===== config.mk =====
export PLATFORM = sky130hd
export DESIGN_NAME = drag_race_timer_flat
export DESIGN_NICKNAME = d
export VERILOG_FILES = /design/src/rtl/drag_race_pkg.sv /design/src/rtl/drag_race_timer_if.sv /design/src/rtl/drag_tick_prescaler.sv /design/src/rtl/drag_race_timer.sv /design/src/flat_wrapper.sv
export SDC_FILE = /design/constraint.sdc
export NUM_CORES = 1
export LEC_CHECK = 0
export BUFFER_PORTS_ARGS = -buffer_cell sky130_fd_sc_hd__buf_4
export CORE_ASPECT_RATIO = 1.5
export CORE_MARGIN = 3
export CORE_UTILIZATION = 55
export DETAILED_ROUTE_END_ITERATION = 10
export PLACE_DENSITY = 0.76
export SYNTH_ARGS = -nofsm -noshare
export SYNTH_HDL_FRONTEND = slang
export SYNTH_SLANG_ARGS = --single-unit

===== constraint.sdc =====
create_clock -name clk_in -period 8.62 [get_ports clk_in]
set_input_delay 0.862 -clock clk_in [delete_from_list [all_inputs] [get_ports clk_in]]
set_output_delay 0.862 -clock clk_in [all_outputs]
set_load 0.01 [all_outputs]

===== src/rtl/drag_race_pkg.sv =====
// Shared types and defaults for the multi-lane drag race timer.
// Latency: n/a (types, constants and helper functions only).
// Backpressure: n/a.
package drag_race_pkg;

    // Race sequencer states; the top module mirrors these as plain constants.
    typedef enum logic [2:0] {
        IDLE      = 3'd0,
        STAGE     = 3'd1,
        COUNTDOWN = 3'd2,
        RACE      = 3'd3,
        DONE      = 3'd4
    } race_state_e;

    localparam int TICK_DIV_DEF    = 500000; // 10 ms at 50 MHz
    localparam int TIME_MAX_DEF    = 9999;   // 99.99 s display limit
    localparam int AMBER_TICKS_DEF = 50;     // 0.5 s per amber lamp

    // Bit offset of lane 'lane' inside a packed per-lane time bus.
    function automatic int lane_lsb(input int lane, input int time_w);
        return lane * time_w;
    endfunction

    // Counter width for a modulus n, never narrower than one bit.
    function automatic int clog2_min1(input int n);
        return (n > 1) ? $clog2(n) : 1;
    endfunction

endpackage


===== src/rtl/drag_race_timer_if.sv =====
// Lane, lamp and result signals between race logic and its neighbours.
// Latency: n/a (wiring only).
// Backpressure: none; all signals are levels or single-cycle pulses.
// Ports: arm/clear_best/lane_* inputs to the timer; lamps, lane results,
// winner, race_done and best_time outputs. lane_react exists only when
// REACTION_TIME_EN is defined.
interface drag_race_timer_if #(
    parameter int N_LANES     = 2,
    parameter int TIME_W      = 14,
    parameter int AMBER_STEPS = 3
);
    logic                        arm;
    logic                        clear_best;
    logic [N_LANES-1:0]          lane_staged;
    logic [N_LANES-1:0]          lane_launch;
    logic [N_LANES-1:0]          lane_finish;
    logic [AMBER_STEPS-1:0]      lamp_amber;
    logic                        lamp_green;
    logic [N_LANES-1:0]          lane_red;
    logic [N_LANES-1:0]          lane_done;
    logic [N_LANES*TIME_W-1:0]   lane_time;
    logic [N_LANES-1:0]          winner;
    logic                        race_done;
    logic [TIME_W-1:0]           best_time;
`ifdef REACTION_TIME_EN
    logic [N_LANES*TIME_W-1:0]   lane_react;
`endif

    // Upstream side: sensor logic / race director.
    modport master (
`ifdef REACTION_TIME_EN
        input  lane_react,
`endif
        output arm, clear_best, lane_staged, lane_launch, lane_finish,
        input  lamp_amber, lamp_green, lane_red, lane_done, lane_time,
               winner, race_done, best_time
    );

    // Timer side.
    modport slave (
`ifdef REACTION_TIME_EN
        output lane_react,
`endif
        input  arm, clear_best, lane_staged, lane_launch, lane_finish,
        output lamp_amber, lamp_green, lane_red, lane_done, lane_time,
               winner, race_done, best_time
    );

endinterface


===== src/rtl/drag_tick_prescaler.sv =====
// Divides clk_in down to a single-cycle timing tick every TICK_DIV cycles.
// Latency: first tick TICK_DIV cycles after zero_i is released.
// Backpressure: none; free-running, restarted by zero_i.
// Ports: clk_in/rst clock and async reset, zero_i synchronous restart,
// tick_o one-cycle pulse on the last count of each period.
module drag_tick_prescaler
    import drag_race_pkg::*;
#(
    parameter int TICK_DIV = TICK_DIV_DEF
) (
    input  logic clk_in,
    input  logic rst,
    input  logic zero_i,
    output logic tick_o
);

    localparam int              CW   = clog2_min1(TICK_DIV);
    localparam logic [CW-1:0]   LAST = CW'(TICK_DIV - 1);

    logic [CW-1:0] cnt_q, cnt_d;

    always_comb begin
        if (zero_i || (cnt_q == LAST)) begin
            cnt_d = '0;
        end else begin
            cnt_d = cnt_q + 1'b1;
        end
    end

    // A restart cycle never emits a tick, so a new period is always full length.
    assign tick_o = !zero_i && (cnt_q == LAST);

    always_ff @(posedge clk_in or posedge rst) begin
        if (rst) begin
            cnt_q <= '0;
        end else begin
            cnt_q <= cnt_d;
        end
    end

endmodule


===== src/rtl/drag_race_timer.sv =====
// Multi-lane drag race controller: start tree, false starts, lane timing, winner, best time.
// Latency: outputs are registered state; a finish is visible on lane_done/winner one cycle later.
// Backpressure: none; inputs are sampled every cycle, arm outside IDLE/DONE is dropped.
// Ports: clk_in, rst (async, active high) and the slave side of drag_race_timer_if.
// Optional build macro REACTION_TIME_EN adds per-lane reaction time on bus.lane_react.
module drag_race_timer
    import drag_race_pkg::*;
#(
    parameter int N_LANES     = 2,
    parameter int TICK_DIV    = TICK_DIV_DEF,
    parameter int TIME_W      = 14,
    parameter int TIME_MAX    = TIME_MAX_DEF,
    parameter int AMBER_STEPS = 3,
    parameter int AMBER_TICKS = AMBER_TICKS_DEF
) (
    input  logic              clk_in,
    input  logic              rst,
    drag_race_timer_if.slave  bus
);

    localparam logic [2:0] S_IDLE      = IDLE;
    localparam logic [2:0] S_STAGE     = STAGE;
    localparam logic [2:0] S_COUNTDOWN = COUNTDOWN;
    localparam logic [2:0] S_RACE      = RACE;
    localparam logic [2:0] S_DONE      = DONE;

    localparam int                SW   = clog2_min1(AMBER_STEPS);
    localparam int                AW   = clog2_min1(AMBER_TICKS);
    localparam logic [TIME_W-1:0] TMAX = TIME_W'(TIME_MAX);

    logic [2:0]          state_q, state_d;
    logic [SW-1:0]       stage_q, stage_d;   // current amber lamp
    logic [AW-1:0]       atick_q, atick_d;   // ticks spent in current amber lamp
    logic [N_LANES-1:0]  red_q, red_d;
    logic [N_LANES-1:0]  done_q, done_d;
    logic [N_LANES-1:0]  win_q, win_d;
    logic [TIME_W-1:0]   time_q [N_LANES];
    logic [TIME_W-1:0]   time_d [N_LANES];
    logic [TIME_W-1:0]   best_q, best_d;

    logic                tick;
    logic                presc_zero;
    logic [N_LANES-1:0]  fin_v;     // lanes validly finishing this cycle
    logic [TIME_W-1:0]   win_time;  // lowest time among this cycle's finishers
    logic                start_race;

    drag_tick_prescaler #(
        .TICK_DIV (TICK_DIV)
    ) u_prescaler (
        .clk_in (clk_in),
        .rst    (rst),
        .zero_i (presc_zero),
        .tick_o (tick)
    );

    assign start_race = ((state_q == S_IDLE) || (state_q == S_DONE)) && bus.arm;

    always_comb begin
        state_d    = state_q;
        stage_d    = stage_q;
        atick_d    = atick_q;
        red_d      = red_q;
        done_d     = done_q;
        win_d      = win_q;
        time_d     = time_q;
        best_d     = best_q;
        presc_zero = 1'b0;
        fin_v      = '0;
        win_time   = TMAX;

        case (state_q)
            S_IDLE, S_DONE: begin
                if (bus.arm) begin
                    state_d = S_STAGE;
                    red_d   = '0;
                    done_d  = '0;
                    win_d   = '0;
                    for (int i = 0; i < N_LANES; i++) begin
                        time_d[i] = '0;
                    end
                end
            end

            S_STAGE, S_COUNTDOWN: begin
                for (int i = 0; i < N_LANES; i++) begin
                    if (!red_q[i] && (bus.lane_launch[i] || !bus.lane_staged[i])) begin
                        red_d[i]  = 1'b1;
                        done_d[i] = 1'b1;
                        time_d[i] = TMAX;
                    end
                end

                if (&red_d) begin
                    // Nobody left to race: skip the tree entirely, winner stays 0.
                    state_d = S_DONE;
                end else if (state_q == S_STAGE) begin
                    // A lane still unstaged here has just been red-lit, so it
                    // cannot hold the tree for the rest of the field.
                    if (&(bus.lane_staged | red_d)) begin
                        state_d    = S_COUNTDOWN;
                        presc_zero = 1'b1;
                        stage_d    = '0;
                        atick_d    = '0;
                    end
                end else if (tick) begin
                    if (atick_q == AW'(AMBER_TICKS - 1)) begin
                        atick_d = '0;
                        if (stage_q == SW'(AMBER_STEPS - 1)) begin
                            state_d = S_RACE;
                        end else begin
                            stage_d = stage_q + 1'b1;
                        end
                    end else begin
                        atick_d = atick_q + 1'b1;
                    end
                end
            end

            S_RACE: begin
                if (&done_q) begin
                    state_d = S_DONE;
                end
                for (int i = 0; i < N_LANES; i++) begin
                    if (!done_q[i]) begin
                        if (bus.lane_finish[i]) begin
                            // Finish wins over a same-cycle tick: time freezes as is.
                            done_d[i] = 1'b1;
                            fin_v[i]  = 1'b1;
                            if (time_q[i] < win_time) begin
                                win_time = time_q[i];
                            end
                        end else if (tick) begin
                            time_d[i] = time_q[i] + 1'b1;
                            if (time_q[i] == TMAX - 1'b1) begin
                                done_d[i] = 1'b1;   // timeout, never a winner
                            end
                        end
                    end
                end
                // Only the first finishing cycle of a race names the winner(s).
                if ((win_q == '0) && (fin_v != '0)) begin
                    win_d = fin_v;
                    if (win_time < best_q) begin
                        best_d = win_time;
                    end
                end
            end

            default: begin
                state_d = S_IDLE;
            end
        endcase

        if (bus.clear_best) begin
            best_d = TMAX;
        end
    end

    always_ff @(posedge clk_in or posedge rst) begin
        if (rst) begin
            state_q <= S_IDLE;
            stage_q <= '0;
            atick_q <= '0;
            red_q   <= '0;
            done_q  <= '0;
            win_q   <= '0;
            best_q  <= TMAX;
            for (int i = 0; i < N_LANES; i++) begin
                time_q[i] <= '0;
            end
        end else begin
            state_q <= state_d;
            stage_q <= stage_d;
            atick_q <= atick_d;
            red_q   <= red_d;
            done_q  <= done_d;
            win_q   <= win_d;
            best_q  <= best_d;
            time_q  <= time_d;
        end
    end

    always_comb begin
        bus.lamp_amber = '0;
        if (state_q == S_COUNTDOWN) begin
            bus.lamp_amber = AMBER_STEPS'(1) << stage_q;
        end
        bus.lamp_green = (state_q == S_RACE);
        bus.race_done  = (state_q == S_DONE);
        bus.lane_red   = red_q;
        bus.lane_done  = done_q;
        bus.winner     = win_q;
        bus.best_time  = best_q;
        bus.lane_time  = '0;
        for (int i = 0; i < N_LANES; i++) begin
            bus.lane_time[lane_lsb(i, TIME_W) +: TIME_W] = time_q[i];
        end
    end

`ifdef REACTION_TIME_EN
    // Reaction time: ticks from green onset until the lane first launches.
    logic [TIME_W-1:0]  react_q [N_LANES];
    logic [TIME_W-1:0]  react_d [N_LANES];
    logic [N_LANES-1:0] launched_q, launched_d;

    always_comb begin
        react_d    = react_q;
        launched_d = launched_q;
        if (start_race) begin
            launched_d = '0;
            for (int i = 0; i < N_LANES; i++) begin
                react_d[i] = '0;
            end
        end else if (state_q == S_RACE) begin
            for (int i = 0; i < N_LANES; i++) begin
                // Red-lit lanes never count and so keep reporting 0.
                if (!red_q[i] && !launched_q[i]) begin
                    if (bus.lane_launch[i]) begin
                        launched_d[i] = 1'b1;
                    end else if (tick && (react_q[i] != TMAX)) begin
                        react_d[i] = react_q[i] + 1'b1;
                    end
                end
            end
        end
    end

    always_ff @(posedge clk_in or posedge rst) begin
        if (rst) begin
            launched_q <= '0;
            for (int i = 0; i < N_LANES; i++) begin
                react_q[i] <= '0;
            end
        end else begin
            launched_q <= launched_d;
            react_q    <= react_d;
        end
    end

    always_comb begin
        bus.lane_react = '0;
        for (int i = 0; i < N_LANES; i++) begin
            bus.lane_react[lane_lsb(i, TIME_W) +: TIME_W] = react_q[i];
        end
    end
`else
    // start_race only feeds the reaction-time counters.
    logic unused_start_race;
    assign unused_start_race = start_race;
`endif

endmodule


===== src/flat_wrapper.sv =====
// flat-port wrapper written by rule: the top's interface ports become plain ports
module drag_race_timer_flat import drag_race_pkg::*;
#(
    parameter int N_LANES     = 2,
    parameter int TICK_DIV    = TICK_DIV_DEF,
    parameter int TIME_W      = 14,
    parameter int TIME_MAX    = TIME_MAX_DEF,
    parameter int AMBER_STEPS = 3,
    parameter int AMBER_TICKS = AMBER_TICKS_DEF
)
  (clk_in, rst, bus_arm, bus_clear_best, bus_lane_staged, bus_lane_launch, bus_lane_finish, bus_lamp_amber, bus_lamp_green, bus_lane_red, bus_lane_done, bus_lane_time, bus_winner, bus_race_done, bus_best_time);
  drag_race_timer_if #(.N_LANES(N_LANES), .TIME_W(TIME_W), .AMBER_STEPS(AMBER_STEPS)) bus_i ();
  input  logic clk_in;
  input  logic rst;
  input wire logic [$bits(bus_i.arm)-1:0] bus_arm;
  input wire logic [$bits(bus_i.clear_best)-1:0] bus_clear_best;
  input wire logic [$bits(bus_i.lane_staged)-1:0] bus_lane_staged;
  input wire logic [$bits(bus_i.lane_launch)-1:0] bus_lane_launch;
  input wire logic [$bits(bus_i.lane_finish)-1:0] bus_lane_finish;
  output wire logic [$bits(bus_i.lamp_amber)-1:0] bus_lamp_amber;
  output wire logic [$bits(bus_i.lamp_green)-1:0] bus_lamp_green;
  output wire logic [$bits(bus_i.lane_red)-1:0] bus_lane_red;
  output wire logic [$bits(bus_i.lane_done)-1:0] bus_lane_done;
  output wire logic [$bits(bus_i.lane_time)-1:0] bus_lane_time;
  output wire logic [$bits(bus_i.winner)-1:0] bus_winner;
  output wire logic [$bits(bus_i.race_done)-1:0] bus_race_done;
  output wire logic [$bits(bus_i.best_time)-1:0] bus_best_time;
  assign bus_i.arm = bus_arm;
  assign bus_i.clear_best = bus_clear_best;
  assign bus_i.lane_staged = bus_lane_staged;
  assign bus_i.lane_launch = bus_lane_launch;
  assign bus_i.lane_finish = bus_lane_finish;
  assign bus_lamp_amber = bus_i.lamp_amber;
  assign bus_lamp_green = bus_i.lamp_green;
  assign bus_lane_red = bus_i.lane_red;
  assign bus_lane_done = bus_i.lane_done;
  assign bus_lane_time = bus_i.lane_time;
  assign bus_winner = bus_i.winner;
  assign bus_race_done = bus_i.race_done;
  assign bus_best_time = bus_i.best_time;
  drag_race_timer #(.N_LANES(N_LANES), .TICK_DIV(TICK_DIV), .TIME_W(TIME_W), .TIME_MAX(TIME_MAX), .AMBER_STEPS(AMBER_STEPS), .AMBER_TICKS(AMBER_TICKS)) u_core (.clk_in(clk_in), .rst(rst), .bus(bus_i));
endmodule

Word level (Yosys, flattened, before mapping)
Cells that the tools add are included. Widths: inputs -> output; s select.

Register bits after elaboration: 78. Bits of input ports: 10. Output and inout port bits: 53. Word-level logic and storage cells: 156.

$add $sub $neg: 5. Magnitude comparators: 3. Eq/ne operators: 25. Shift-type cells: 1. Muxes and demuxes: 71. Bitwise operators: 2. Reductions and logical operators: 38.

Operators by type and width (count): $mux 14 (20); $pmux 28 s3 (1); $add 14x1->14 const B (2); $eq 14x14->1 const B (2); $lt 14x14->1 (2); $mux 28 (1); $mux 3 (9); $mux 1 (24); $mux 6 (4); $reduce_and 6->1 (4); $add 19x1->19 const B (1); $eq 19x19->1 const B (1); $mux 19 (1); $reduce_bool 2->1 (8); $lt 14x14->1 const B (1); $mux 2 (7); $ne 2x1->1 const B (6); $ne 2x2->1 const B (6); $ne 4x1->1 const B (3); $reduce_and 3->1 (4); $pmux 3 s3 (1); $pmux 2 s2 (2); $reduce_and 2->1 (4); $add 6x1->6 const B (1); 19 further kinds (30).

Longest topological paths before layout
Gate-level depths: netlist of run 1.

Word-level depth: 17. Gate-level depth with buffers: 23. Mapped depth without buffers: 21.

Hierarchy
Synthesis of run 1 repeated with hierarchy kept, for this count alone.

Cells, all modules: 637. Area, all modules: 5439.0 um2.

By module, submodules not included: drag_race_timer (times used 1, cells an instance 536, area each 4484.3 um2, seq. area each 1486.4 um2); drag_tick_prescaler (times used 1, cells an instance 101, area each 954.7 um2, seq. area each 475.5 um2).

Worst setup path after synthesis of run 1
No wires, ideal clock.

Path type: reg-to-reg. Start: reg u_core.time_q, in the netlist u_core.bus.lane_time[1]. End: reg u_core.best_q[11] (netlist: u_core.bus.best_time[11]). Library setup time: 0.120 ns. Arrival: 5.299 ns. Required time: 8.500 ns. Path slack: 3.201 ns. Stages on the path, launching flop included: 22. Path buffers: 1. Clock period less this slack: 5.419 ns. Cell sequence: dfrtp_1 -> ha_1 -> nand3_1 -> a2111oi_2 -> nor2_1 -> nand2_1 -> ha_1 -> a21o_1 -> a21oi_1 -> nor2b_1 -> a2111oi_2 -> nand2_1 -> o21ai_0 -> inv_1 -> ha_1 -> a2111oi_0 -> and3_1 -> o211ai_1 -> a2111o_1 -> and3_4 -> buf_6 -> o211a_1.

Longest elaborated chain between the ends: 14. Elaborated cells between the ends (all ways): 17. Those cells by class: order compare (3); mux (12); reduce/logical (2).

RTL lines: from (decl) (RTL line drag_race_timer.sv:37) `logic [TIME_W-1:0] time_q [N_LANES];`; from (signal assigned) (RTL line drag_race_timer.sv:179) `time_q <= time_d;`; $lt 14x14->1 (RTL line drag_race_timer.sv:129) `if (time_q[i] < win_time) begin`; $mux 14 * (RTL line drag_race_timer.sv:129); $mux 14 * (RTL line drag_race_timer.sv:125) `if (bus.lane_finish[i]) begin`; $mux 14 * (RTL line drag_race_timer.sv:124) `if (!done_q[i]) begin`; $mux 14 * (RTL line drag_race_timer.sv:71) `case (state_q)`; $lt 14x14->1 (RTL line drag_race_timer.sv:129); $mux 14 (RTL line drag_race_timer.sv:129); $mux 14 (RTL line drag_race_timer.sv:125); $mux 14 * (RTL line drag_race_timer.sv:124); $mux 14 * (RTL line drag_race_timer.sv:71); branches (longest 4 deep; another with $lt 14x14->1); to (signal assigned) (RTL line drag_race_timer.sv:178) `best_q <= best_d;`; to (decl) (RTL line drag_race_timer.sv:39) `logic [TIME_W-1:0] best_q, best_d;`.

Mark *: on every way between the ends. The select of a mux whose other input is x is not followed. A chain may end at the register's enable or synchronous reset.

Worst setup path after layout of run 1
Start: reg u_core.time_q, in the netlist u_core.bus.lane_time[1]. End: reg u_core.best_q[6] (netlist: u_core.bus.best_time[6]).

Same word-level chain as after synthesis.

==> flow_summary.ini, run 1 <==
[sta]
setup_viol = 0
tightest_slew_ps = 1155
fin_crit_sh = 0.7712
max_slew_margin = 0.2231
finClkSkew_ps = 3.353
max_freq_mhz = 150.4
drv_slew = 0
fin_crit_ps = 6647
hold_viol = 0
setup_tns_ps = 0
whs_ps = 487.2
rsz0062_at_grt = false

[global_route]
antenna_found_initial = 0
grt_first_pass_wirelength_mm = 23.25
grt_overflow = 0
grt_use_total = 0.2694
grt_max_degree = 79
grt_pass1_vias = 4783

[setup_path]
crit_top_cell = ha_1
critical_path_required_ps = 8850
setup.worst_path.class = reg -> reg
cp.arrival_ps = 6880
cp-start-kind = flop
path_max_fanout = 14
path_cells = ha_1, nand3_1, a2111oi_2, nor2_1, nand2_1, ha_1, a21o_1, a21oi_1, nor2b_1, a2111oi_2, nand2_1, o21ai_0, inv_1, ha_1, a2111oi_0, and3_1, o211ai_1, nand4b_1, and3_4, o211a_1
cp_slowest_stage_delay_ps = 850
r2r-start = u_core.bus.lane_time[1]$_DFFE_PP0P_
cp-end-kind = flop
crit_path_top_delay_cell = a2111oi_2
startpoint = u_core.bus.lane_time[1]$_DFFE_PP0P_

[clock_network]
cts-buffers-inserted = 9
cts.sinks = 78
root_buffer = clkbuf_16
cts_tree = done
post-cts-setup-buffers = 0
htree_levels = 3
clkSlewWorstSetupHoldPaths_ps = 60
clk_latency_ps = 340
clk_path_buf_depth = 2
post_cts_resized = 0
cts-hold-fix-buffers = 0

[pwr]
p_per_area_nw_per_um2 = 292.7
ir_drop_v = 0.0002132
power_leakage_uw = 0.002829
total_power_uw = 1759
seq_power_share = 0.340
internal_power_uw = 1029
net-switching-power_uw = 729.5
p_sw_frac = 0.4148
combPwrFrac = 0.423
pwr-share-clk = 0.237

[route]
drc = 0
antenna_left = 0
avgRoutedWirePerCell_um = 18.21
vias = 4907
routed_wirelength_mm = 14.04
firstDrtPassIters = 6
drtIter0Drc = 382
viasPerCell = 6.364

[synthesis]
synthCells = 603
yosys-top-cells-area = dfrtp_1 (34%), ha_1 (8.7%), o21ai_0 (5.9%)
ys.warnings.count = 0
synth_top_area_cell = dfrtp_1
synth-seq-cells = 78
yosysSeqAreaShare = 0.3801
synth_top_area_frac = 0.3394
synth_area_um2 = 5161
synth_edf_count = 0
async_reset_ff_frac = 1.000
yosysUniqueCellTypes = 52
ys.flop_type = dfrtp_1
synth_nets = 649
syn_avg_cell_area_um2 = 8.559

[floorplan]
coreArea_um2 = 8986
die_area_um2 = 10610
dieWidth_um = 85.10
start_util = 0.5744
die_y_um = 124.6
rows = 42
num_io_pins = 63

[finish]
finalInstanceArea_um2 = 6010
area_growth_pct = 16.44
nNetsFinal = 702
drive_above_1_share = 0.1483
diodes = 0

[placement]
dpl.hpwl_mm = 10.33
place.gp.congestion = 0.8895
placed_area_um2 = 5685
port_buffers = 62

[status]
outcome = completed

[min_path]
hp-class = reg -> reg
hold_path_startpoint = u_core.atick_q[5]$_DFFE_PP0P_

[job]
drv_cap = 0
layout by cell type, fill, tap and decap left out, types with 11 or more instances in the layout:
cell      synthesis  layout
nor2_1           60      60
nand4_1          26      26
a21oi_1          24      24
dfrtp_1          70      70
nand2b_1         12      12
a22o_1           13      13
xor2_1           12      12
buf_4             0      65
nand2_1          54      54
and3_1           11      11
xnor2_1          11      11
inv_1            37      36
nand3_1          30      30
ha_1             36      36
o21ai_0          61      61
nor3_1           15      15
final timing paths:
kind,end,slack (ps),depth (start not counted)
min in group asynchronous,u_core.bus.lane_time[18]$_DFFE_PP0P_,810,3
max in group asynchronous,u_core.bus.lane_time[5]$_DFFE_PP0P_,7130,3
max,u_core.bus.best_time[6]$_DFFE_PP0P_,1970,20
min reg2reg,u_core.atick_q[5]$_DFFE_PP0P_,490,1
min,u_core.atick_q[5]$_DFFE_PP0P_,490,1
max reg2reg,u_core.bus.best_time[6]$_DFFE_PP0P_,1970,20
state kept, by name (all words and copies together) (netlist names):
signal	flops
u_core.state_q	3
u_core.bus.winner	2
u_core.bus.best_time	14
u_core.atick_q	6
u_core.bus.lane_red	2
u_core.u_prescaler.cnt_q	19
u_core.bus.lane_done	2
u_core.stage_q	2
u_core.bus.lane_time	28
per-stage QoR:
step / std cells / setup slack [ps] / utilization
final: 771 / 1973 / 0.6688
after global routing: 771 / 1477 / 0.6688
after CTS: 771 / 2167 / 0.6688
after detailed placement: 755 / 2172 / 0.6327
after global placement: 755 / 2425 / 0.6327
after floorplan: 603 / 3201 / -
final cells by class:
type	count	area (um^2)
multi-input combinational	465	2959
timing repair buffer	65	488.0
clock buffer	11	242.7
fill	772	2977
sequential	78	1962
inverter	37	138.9
tap	110	137.6
clock inverter	5	81.33
kinds of logic (layout without fill, tap and decap cells):
logic type      Yosys count  count (layout)  synth area share
compound gates          161             161            0.2036
xor+xnor                 23              23           0.03903
fa+ha+maj                37              37           0.08921
buf+inv                  60             118           0.04654
flops                    78              78            0.3801
mux                       3               3          0.006545
simple gates            241             241            0.2349
power groups by stage:
| stage | Combinational, uW | Clock, uW | Sequential [uW] |
|---|---|---|---|
| 6_report | 744 | 417 | 598 |
| 5_1_grt | 829 | 440 | 609 |
| 4_1_cts | 742 | 421 | 594 |
| 3_5_place_dp | 737 | 0 | 600 |
| 3_3_place_gp | 703 | 0 | 595 |
| 2_1_floorplan | 516 | 0 | 562 |
cells in the mapped netlist (2+ instances only):
cell       instances
and2_1             4
nor2b_1            4
o41ai_1            3
a2111o_1           2
nor2_1            60
clkbuf_1          20
nand4_1           26
nand2b_1          12
inv_1             37
nand2_1           54
a211o_1            3
a21o_1             6
or3_1              3
nor3_1            15
ha_1              36
xor2_1            12
and3_1            11
a21oi_1           24
dfstp_2            8
nor3b_1            2
a31oi_1            8
buf_6              2
nor4b_1            4
o21ai_0           61
a211oi_1           6
a41oi_1            2
or2_2              2
nand3_1           30
dfrtp_1           70
mux2_2             3
or4_1              2
o31ai_1            7
nor4_1             5
a22o_1            13
o21a_1             2
o211ai_1           9
o22ai_1            3
and4_1             2
a2111oi_2          2
xnor2_1           11
o211a_1            6
critical path: cells and delay by family (launching register included):
kind / cells / cell delay [ps]
simple gates: 8 / 2250
compound gates: 8 / 2870
fa+ha+maj: 3 / 850
flops: 1 / 490
buf+inv: 1 / 70
routing by layer:
layer / global-route usage / part of all wire / wire length, um / vias to the layer above
met5: 0 / 0 / 0 / -
met4: 0.1417 / 0.045 / 629 / 0
met3: 0.03839 / 0.052 / 733 / 52
met2: 0.4634 / 0.52 / 7238 / 195
met1: 0.3189 / 0.39 / 5441 / 2354
li1: - / - / - / 2306
Note: power is estimated with default switching activity, not from simulation.
==> run 2, diff against run 1 <==
--- a/config.mk
+++ b/config.mk
@@ -8,9 +8,9 @@
 export BUFFER_PORTS_ARGS = -buffer_cell sky130_fd_sc_hd__buf_4
 export CORE_ASPECT_RATIO = 1.5
 export CORE_MARGIN = 3
-export CORE_UTILIZATION = 55
+export CORE_UTILIZATION = 53
 export DETAILED_ROUTE_END_ITERATION = 10
-export PLACE_DENSITY = 0.76
+export PLACE_DENSITY = 0.77
 export SYNTH_ARGS = -nofsm -noshare
 export SYNTH_HDL_FRONTEND = slang
 export SYNTH_SLANG_ARGS = --single-unit
==> constraint.sdc (replaced) <==
create_clock -name clk_in -period 5.4 [get_ports clk_in]
set_input_delay 0.54 -clock clk_in [delete_from_list [all_inputs] [get_ports clk_in]]
set_output_delay 0.54 -clock clk_in [all_outputs]
set_load 0.01 [all_outputs]
==> run 2 against run 1 <==
Net effect: critical path depth fell by 1; worst hold slack worse by 200 ps; clock-buffer cell count is the same; clock power increased by 47%; setup slack lost 1700 ps; wire length grew 2.0%; cell count up 3.0%; cell area up 3.1%; clock skew increased by 2.9 ps; critical path type unchanged; critical endpoint is now u_core.bus.best_time[4]$_DFFE_PP0P_; largest cell class unchanged.
==> flow_summary.ini, run 2 (synthesis gave the netlist of run 1 again) <==
[setup_path]
crit_path_top_delay_cell = or4_4
cp-end-kind = flop
path_cells = nor4_4, a2111oi_4, buf_4, nor2_4, nand2_1, ha_1, nand4_1, or4_4, a211o_1, buf_4, nand3_1, o21ai_0, ha_1, a2111oi_2, and3_1, o211ai_1, a2111o_1, and3_4, o211a_1
setup.worst_path.class = reg -> reg
path_max_fanout = 13
critical_path_required_ps = 5630
cp_slowest_stage_delay_ps = 580
cp.arrival_ps = 5360
cp-start-kind = flop

[global_route]
grt_first_pass_wirelength_mm = 23.70
grt_overflow = 0
grt_pass1_vias = 5002
grt_use_total = 0.2688
antenna_found_initial = 0
grt_max_degree = 50

[clock_network]
cts-hold-fix-buffers = 0
cts.sinks = 78
cts-buffers-inserted = 9
root_buffer = clkbuf_16
htree_levels = 3
clk_path_buf_depth = 2
clkSlewWorstSetupHoldPaths_ps = 60
clk_latency_ps = 340
cts_tree = done

[sta]
drv_slew = 0
hold_viol = 0
rsz0062_at_grt = false
max_slew_margin = 0.2749
tightest_slew_ps = 1078
fin_crit_sh = 0.9517
finClkSkew_ps = 6.225
finalWorstSetupSlack_ps = 260.9
setup_viol = 0
max_freq_mhz = 194.6
fin_crit_ps = 5139
setup_tns_ps = 0

[pwr]
p_per_area_nw_per_um2 = 455.0
ir_drop_v = 0.0003463
power_leakage_uw = 0.002934

[floorplan]
die_area_um2 = 10980
coreArea_um2 = 9361
rows = 43
die_y_um = 126.9
start_util = 0.5513
dieWidth_um = 86.58
num_io_pins = 63

[finish]
diodes = 0
area_growth_pct = 20.10
largest_register_ffs = 28
final_cell_mix = buf_4 (86), dfrtp_1 (70), o21ai_0 (61), nor2_1 (58), nand2_1 (54)
final_common_cell = buf_4
nNetsFinal = 723
drive_above_1_share = 0.1833

[route]
drc = 0
drtIter0Drc = 416
vias = 5034
antenna_left = 0
routed_wirelength_mm = 14.33
avgRoutedWirePerCell_um = 18.04
firstDrtPassIters = 5
viasPerCell = 6.340

[status]
outcome = completed

[job]
drv_cap = 0

[placement]
place.gp.congestion = 0.9281
dpl.hpwl_mm = 10.61
port_buffers = 62
place_ws_ps = 131.2

[min_path]
hp-class = in -> async
[run 2: cell types whose count changed in the layout (fill, tap and decap cells not counted), sizes merged]
| cell | previous run | this run |
|---|---|---|
| buf | 65 | 86 |
| clkinv | 1 | 3 |
| bufinv | 2 | 1 |
| clkinvlp | 1 | 0 |
[run 2: area by class of cell]
| type | count | area (um^2) |
|---|---|---|
| timing repair buffer | 86 | 645.6 |
| inverter | 37 | 138.9 |
| sequential | 78 | 1962 |
| clock buffer | 11 | 242.7 |
| clock inverter | 5 | 57.56 |
| fill | 774 | 3163 |
| multi-input combinational | 465 | 3012 |
| tap | 112 | 140.1 |
[run 2: worst paths after layout]
check	startpoint	to	slack (ps)	cells after the start
worst max-delay path	u_core.bus.lane_time[4]$_DFFE_PP0P_	u_core.bus.best_time[4]$_DFFE_PP0P_	260	19
worst min-delay path	rst	u_core.bus.lane_time[21]$_DFFE_PP0P_	280	2
worst max register to register	u_core.bus.lane_time[4]$_DFFE_PP0P_	u_core.bus.best_time[4]$_DFFE_PP0P_	260	19
worst min register to register	u_core.atick_q[5]$_DFFE_PP0P_	u_core.atick_q[5]$_DFFE_PP0P_	490	1
max in group asynchronous	rst	u_core.atick_q[3]$_DFFE_PP0P_	4040	3
min in group clk_in	bus_clear_best	u_core.bus.best_time[0]$_DFFE_PP1P_	390	2
[run 2: layer usage]
layer / track usage / wire length [um] / vias to the layer above
met4: 0.1468 / 670 / 0
met1: 0.3119 / 5519 / 2389
met5: 0 / 0 / -
met2: 0.4608 / 7278 / 242
li1: - / - / 2345
met3: 0.04808 / 858 / 58
[run 2: worst max-delay path: cells and delay by family (launching register included)]
family | cells | cell delay (ps)
compound gates | 7 | 1820
fa+ha+maj | 2 | 560
buf+inv | 2 | 360
flops | 1 | 410
simple gates | 8 | 1880
[run 2: power breakdown]
part | leakage (uW) | total (uW) | switching [uW] | internal [uW]
combinational | 0.00177 | 1290 | 740 | 545
clock | 0.000150 | 615 | 243 | 371
sequential | 0.00101 | 920 | 197 | 723
[run 2: what timing repair did]
item	in CTS	in global routing
setup buffers	0	1
setup endpoints to repair	0	14
resized for setup	0	9
[run 2: stage by stage]
step | utilization | total power, uW | instances | hold slack (ps) | area, um^2
4_1_cts | 0.6570 | 2804 | 793 | 299.6 | 6151
6_report | 0.6621 | 2820 | 794 | 282.8 | 6198
2_1_floorplan | - | 1727 | 603 | 446.7 | 5174
3_5_place_dp | 0.6250 | 2178 | 777 | 474.5 | 5851
5_1_grt | 0.6621 | 3024 | 794 | 324.5 | 6198
3_3_place_gp | 0.6250 | 2118 | 777 | 466.6 | 5851
==> run 3, diff against run 2 <==
--- a/config.mk
+++ b/config.mk
@@ -5,10 +5,12 @@
 export SDC_FILE = /design/constraint.sdc
 export NUM_CORES = 1
 export LEC_CHECK = 0
+export ABC_AREA = 1
 export BUFFER_PORTS_ARGS = -buffer_cell sky130_fd_sc_hd__buf_4
 export CORE_ASPECT_RATIO = 1.5
 export CORE_MARGIN = 3
 export CORE_UTILIZATION = 53
+export CTS_BUF_LIST = sky130_fd_sc_hd__clkbuf_16
 export DETAILED_ROUTE_END_ITERATION = 10
 export PLACE_DENSITY = 0.77
 export SYNTH_ARGS = -nofsm -noshare
==> run 3 against run 2 <==
Net effect: register-to-register slack improved by 640 ps; first-iteration DRC count shrank 44%; non-clock buffer count shrank 21; maximum frequency up 14%; power is 10% higher; combinational power grew 16%; clock power fell by 3%; clock-buffer cell count fell by 2; synthesized cell count grew 16%; via count decreased by 2.1%.
==> flow_summary.ini, run 3 <==
[finish]
final_common_cell = nand2_1
nNetsFinal = 811
diodes = 0
drive_above_1_share = 0.1779
n_fill_cell = 843
largest_register_ffs = 28
postLayoutCoreUtil = 0.6459
finalInstanceArea_um2 = 6116
final_cell_mix = nand2_1 (119), inv_1 (114), nor2_1 (79), dfrtp_1 (70), buf_4 (65)
finalNonFillerCells = 882
area_growth_pct = 16.16

[sta]
setup_tns_ps = 0
tightest_slew_ps = 993.5
fin_crit_sh = 0.8325
hold_viol = 0
fin_crit_ps = 4496
finalWorstSetupSlack_ps = 904.4
drv_slew = 0
max_freq_mhz = 222.4
rsz0062_at_grt = false
max_slew_margin = 0.3377
finClkSkew_ps = 6.776
setup_viol = 0

[synthesis]
synth-seq-cells = 78
synth_edf_count = 0
yosys-top-cells-area = dfrtp_1 (33%), ha_1 (8.6%), nand2_1 (8.5%)
syn_avg_cell_area_um2 = 7.500
synth_nets = 748
synth_top_area_frac = 0.3327
synthCells = 702
ys.flop_type = dfrtp_1
ys_top_cells_by_count = nand2_1 (119), inv_1 (113), nor2_1 (79), dfrtp_1 (70), nor3_1 (39)
yosysMostFrequentCell = nand2_1
synth_area_um2 = 5265
yosysSeqAreaShare = 0.3726
async_reset_ff_frac = 1.000
ys.warnings.count = 0
synth_top_area_cell = dfrtp_1
yosysUniqueCellTypes = 44

[clock_network]
cts.sinks = 78
htree_levels = 3
post-cts-setup-buffers = 0
cts-buffers-inserted = 9
cts_tree = done
post_cts_resized = 0
clk_path_buf_depth = 2
cts-hold-fix-buffers = 0
root_buffer = clkbuf_16
clkSlewWorstSetupHoldPaths_ps = 60
clk_latency_ps = 340

[setup_path]
setup.worst_path.class = reg -> reg
regToRegSetupSlack_ps = 900
r2r-start = u_core.bus.lane_time[1]$_DFFE_PP0P_
cp.arrival_ps = 4780
cp-end-kind = flop
critical_path_required_ps = 5680
reg2regPathDepth = 23
cp-start-kind = flop
reg2reg_to = u_core.bus.best_time[3]$_DFFE_PP1P_
startpoint = u_core.bus.lane_time[1]$_DFFE_PP0P_
path_max_fanout = 27

[placement]
dpl.hpwl_mm = 10.43
port_buffers = 62
place_ws_ps = 963.1
dp_cells = 866
place.gp.congestion = 0.9218
placed_area_um2 = 5824

[floorplan]
die_y_um = 128.1
coreArea_um2 = 9469
die_area_um2 = 11190
rows = 43
num_io_pins = 63
dieWidth_um = 87.38
start_util = 0.5560

[pwr]
seq_power_share = 0.323
pwr-share-clk = 0.193
p_per_area_nw_per_um2 = 507.9
net-switching-power_uw = 1400
ir_drop_v = 0.0003155
combPwrFrac = 0.484
power_leakage_uw = 0.002901
p_sw_frac = 0.4506
internal_power_uw = 1706

[route]
drtIter0Drc = 231
viasPerCell = 5.587
avgRoutedWirePerCell_um = 15.34
drc = 0
routed_wirelength_mm = 13.53
firstDrtPassIters = 5
antenna_left = 0
vias = 4928

[global_route]
grt_first_pass_wirelength_mm = 22.47
grt_use_total = 0.2520
antenna_found_initial = 0
grt_max_degree = 79
grt_overflow = 0
grt_pass1_vias = 4901

[min_path]
hold_path_startpoint = u_core.u_prescaler.cnt_q[0]$_DFF_PP0_
min_to = u_core.u_prescaler.cnt_q[0]$_DFF_PP0_
whs_path_depth = 1
hp-class = reg -> reg

[job]
drv_cap = 0

[status]
outcome = completed
## run 3: changes by cell type after synthesis, sizes merged, moves of 12 or more
cell	previous run	this run
nand2b	12	0
nand2	54	128
nor2	60	83
inv	37	123
nor3	15	40
clkbuf	20	7
a22oi	0	16
and3	12	0
a21oi	24	39
a22o	13	0
o21ai	61	37
## run 3: cell type report
cell class,instances,area [um^2],share of cell area
well taps,112,140.1,0.02291
clock inverters,7,66.31,0.01084
flip-flops and latches,78,1962,0.3208
repair buffers,65,488.0,0.07979
clock buffers,9,225.2,0.03682
inverters,123,461.7,0.07549
multi-input cells,488,2773,0.4534
## run 3: power by group through the flow
stage | Combinational (uW) | Clock (uW) | Sequential (uW)
CTS | 1510 | 609 | 997
global placement | 1450 | 0 | 994
global route | 1710 | 631 | 1030
detailed placement | 1500 | 0 | 1010
finish | 1500 | 599 | 1000
floorplan | 1020 | 0 | 988
## run 3: worst max-delay path, cell delays in order (launching register included)
cell and delay, ps:
dfrtp_1 430, ha_1 220, nand3_1 140, nand2_1 80, nand3_2 90, nand2_1 210, nor3_1 340, inv_1 80
ha_1 320, a21oi_1 140, a21oi_1 100, nor3b_2 290, nand2_4 210, a21oi_1 230, ha_1 270, a21oi_1 140
nor2_1 50, a211oi_1 170, o221ai_1 180, nor2_4 220, nand2_4 200, nand2_4 160, nand2_1 80, nand2_1 70
## run 3: through the flow
step,power [uW],hold slack [ps]
5_1_grt,3373,482.8
6_report,3106,465.3
3_5_place_dp,2501,457.7
2_1_floorplan,2010,432.9
3_3_place_gp,2447,448.3
4_1_cts,3113,466.0
## run 3: kinds of logic (layout without fill, tap and decap cells)
kind of cell | after synthesis | after routing | synth area share
and+or+nand+nor | 333 | 333 | 0.3047
buffers and inverters | 136 | 204 | 0.1017
AOI/OAI and AO/OA | 114 | 114 | 0.1271
DFF | 78 | 78 | 0.3726
adders and majority gates | 36 | 36 | 0.08555
xor gates and xnor gates | 5 | 5 | 0.008317
## run 3: how the worst max path moves through the flow
stage | to | slack (ps) | cells after the start
floorplan | u_core.bus.best_time[5]$_DFFE_PP0P_ | 1310 | 26
global placement | u_core.bus.best_time[9]$_DFFE_PP1P_ | 1060 | 25
detailed placement | u_core.bus.best_time[3]$_DFFE_PP1P_ | 960 | 25
CTS | u_core.bus.best_time[3]$_DFFE_PP1P_ | 940 | 23
global route | u_core.bus.best_time[9]$_DFFE_PP1P_ | 350 | 23
finish | u_core.bus.best_time[3]$_DFFE_PP1P_ | 900 | 23
## run 3: routing by layer
layer / vias to the layer above / track usage / part of all wire
li1: 2445 / - / -
met1: 2307 / 0.2796 / 0.39
met2: 142 / 0.4609 / 0.53
met3: 34 / 0.04244 / 0.044
met4: 0 / 0.1084 / 0.032
met5: - / 0 / 0
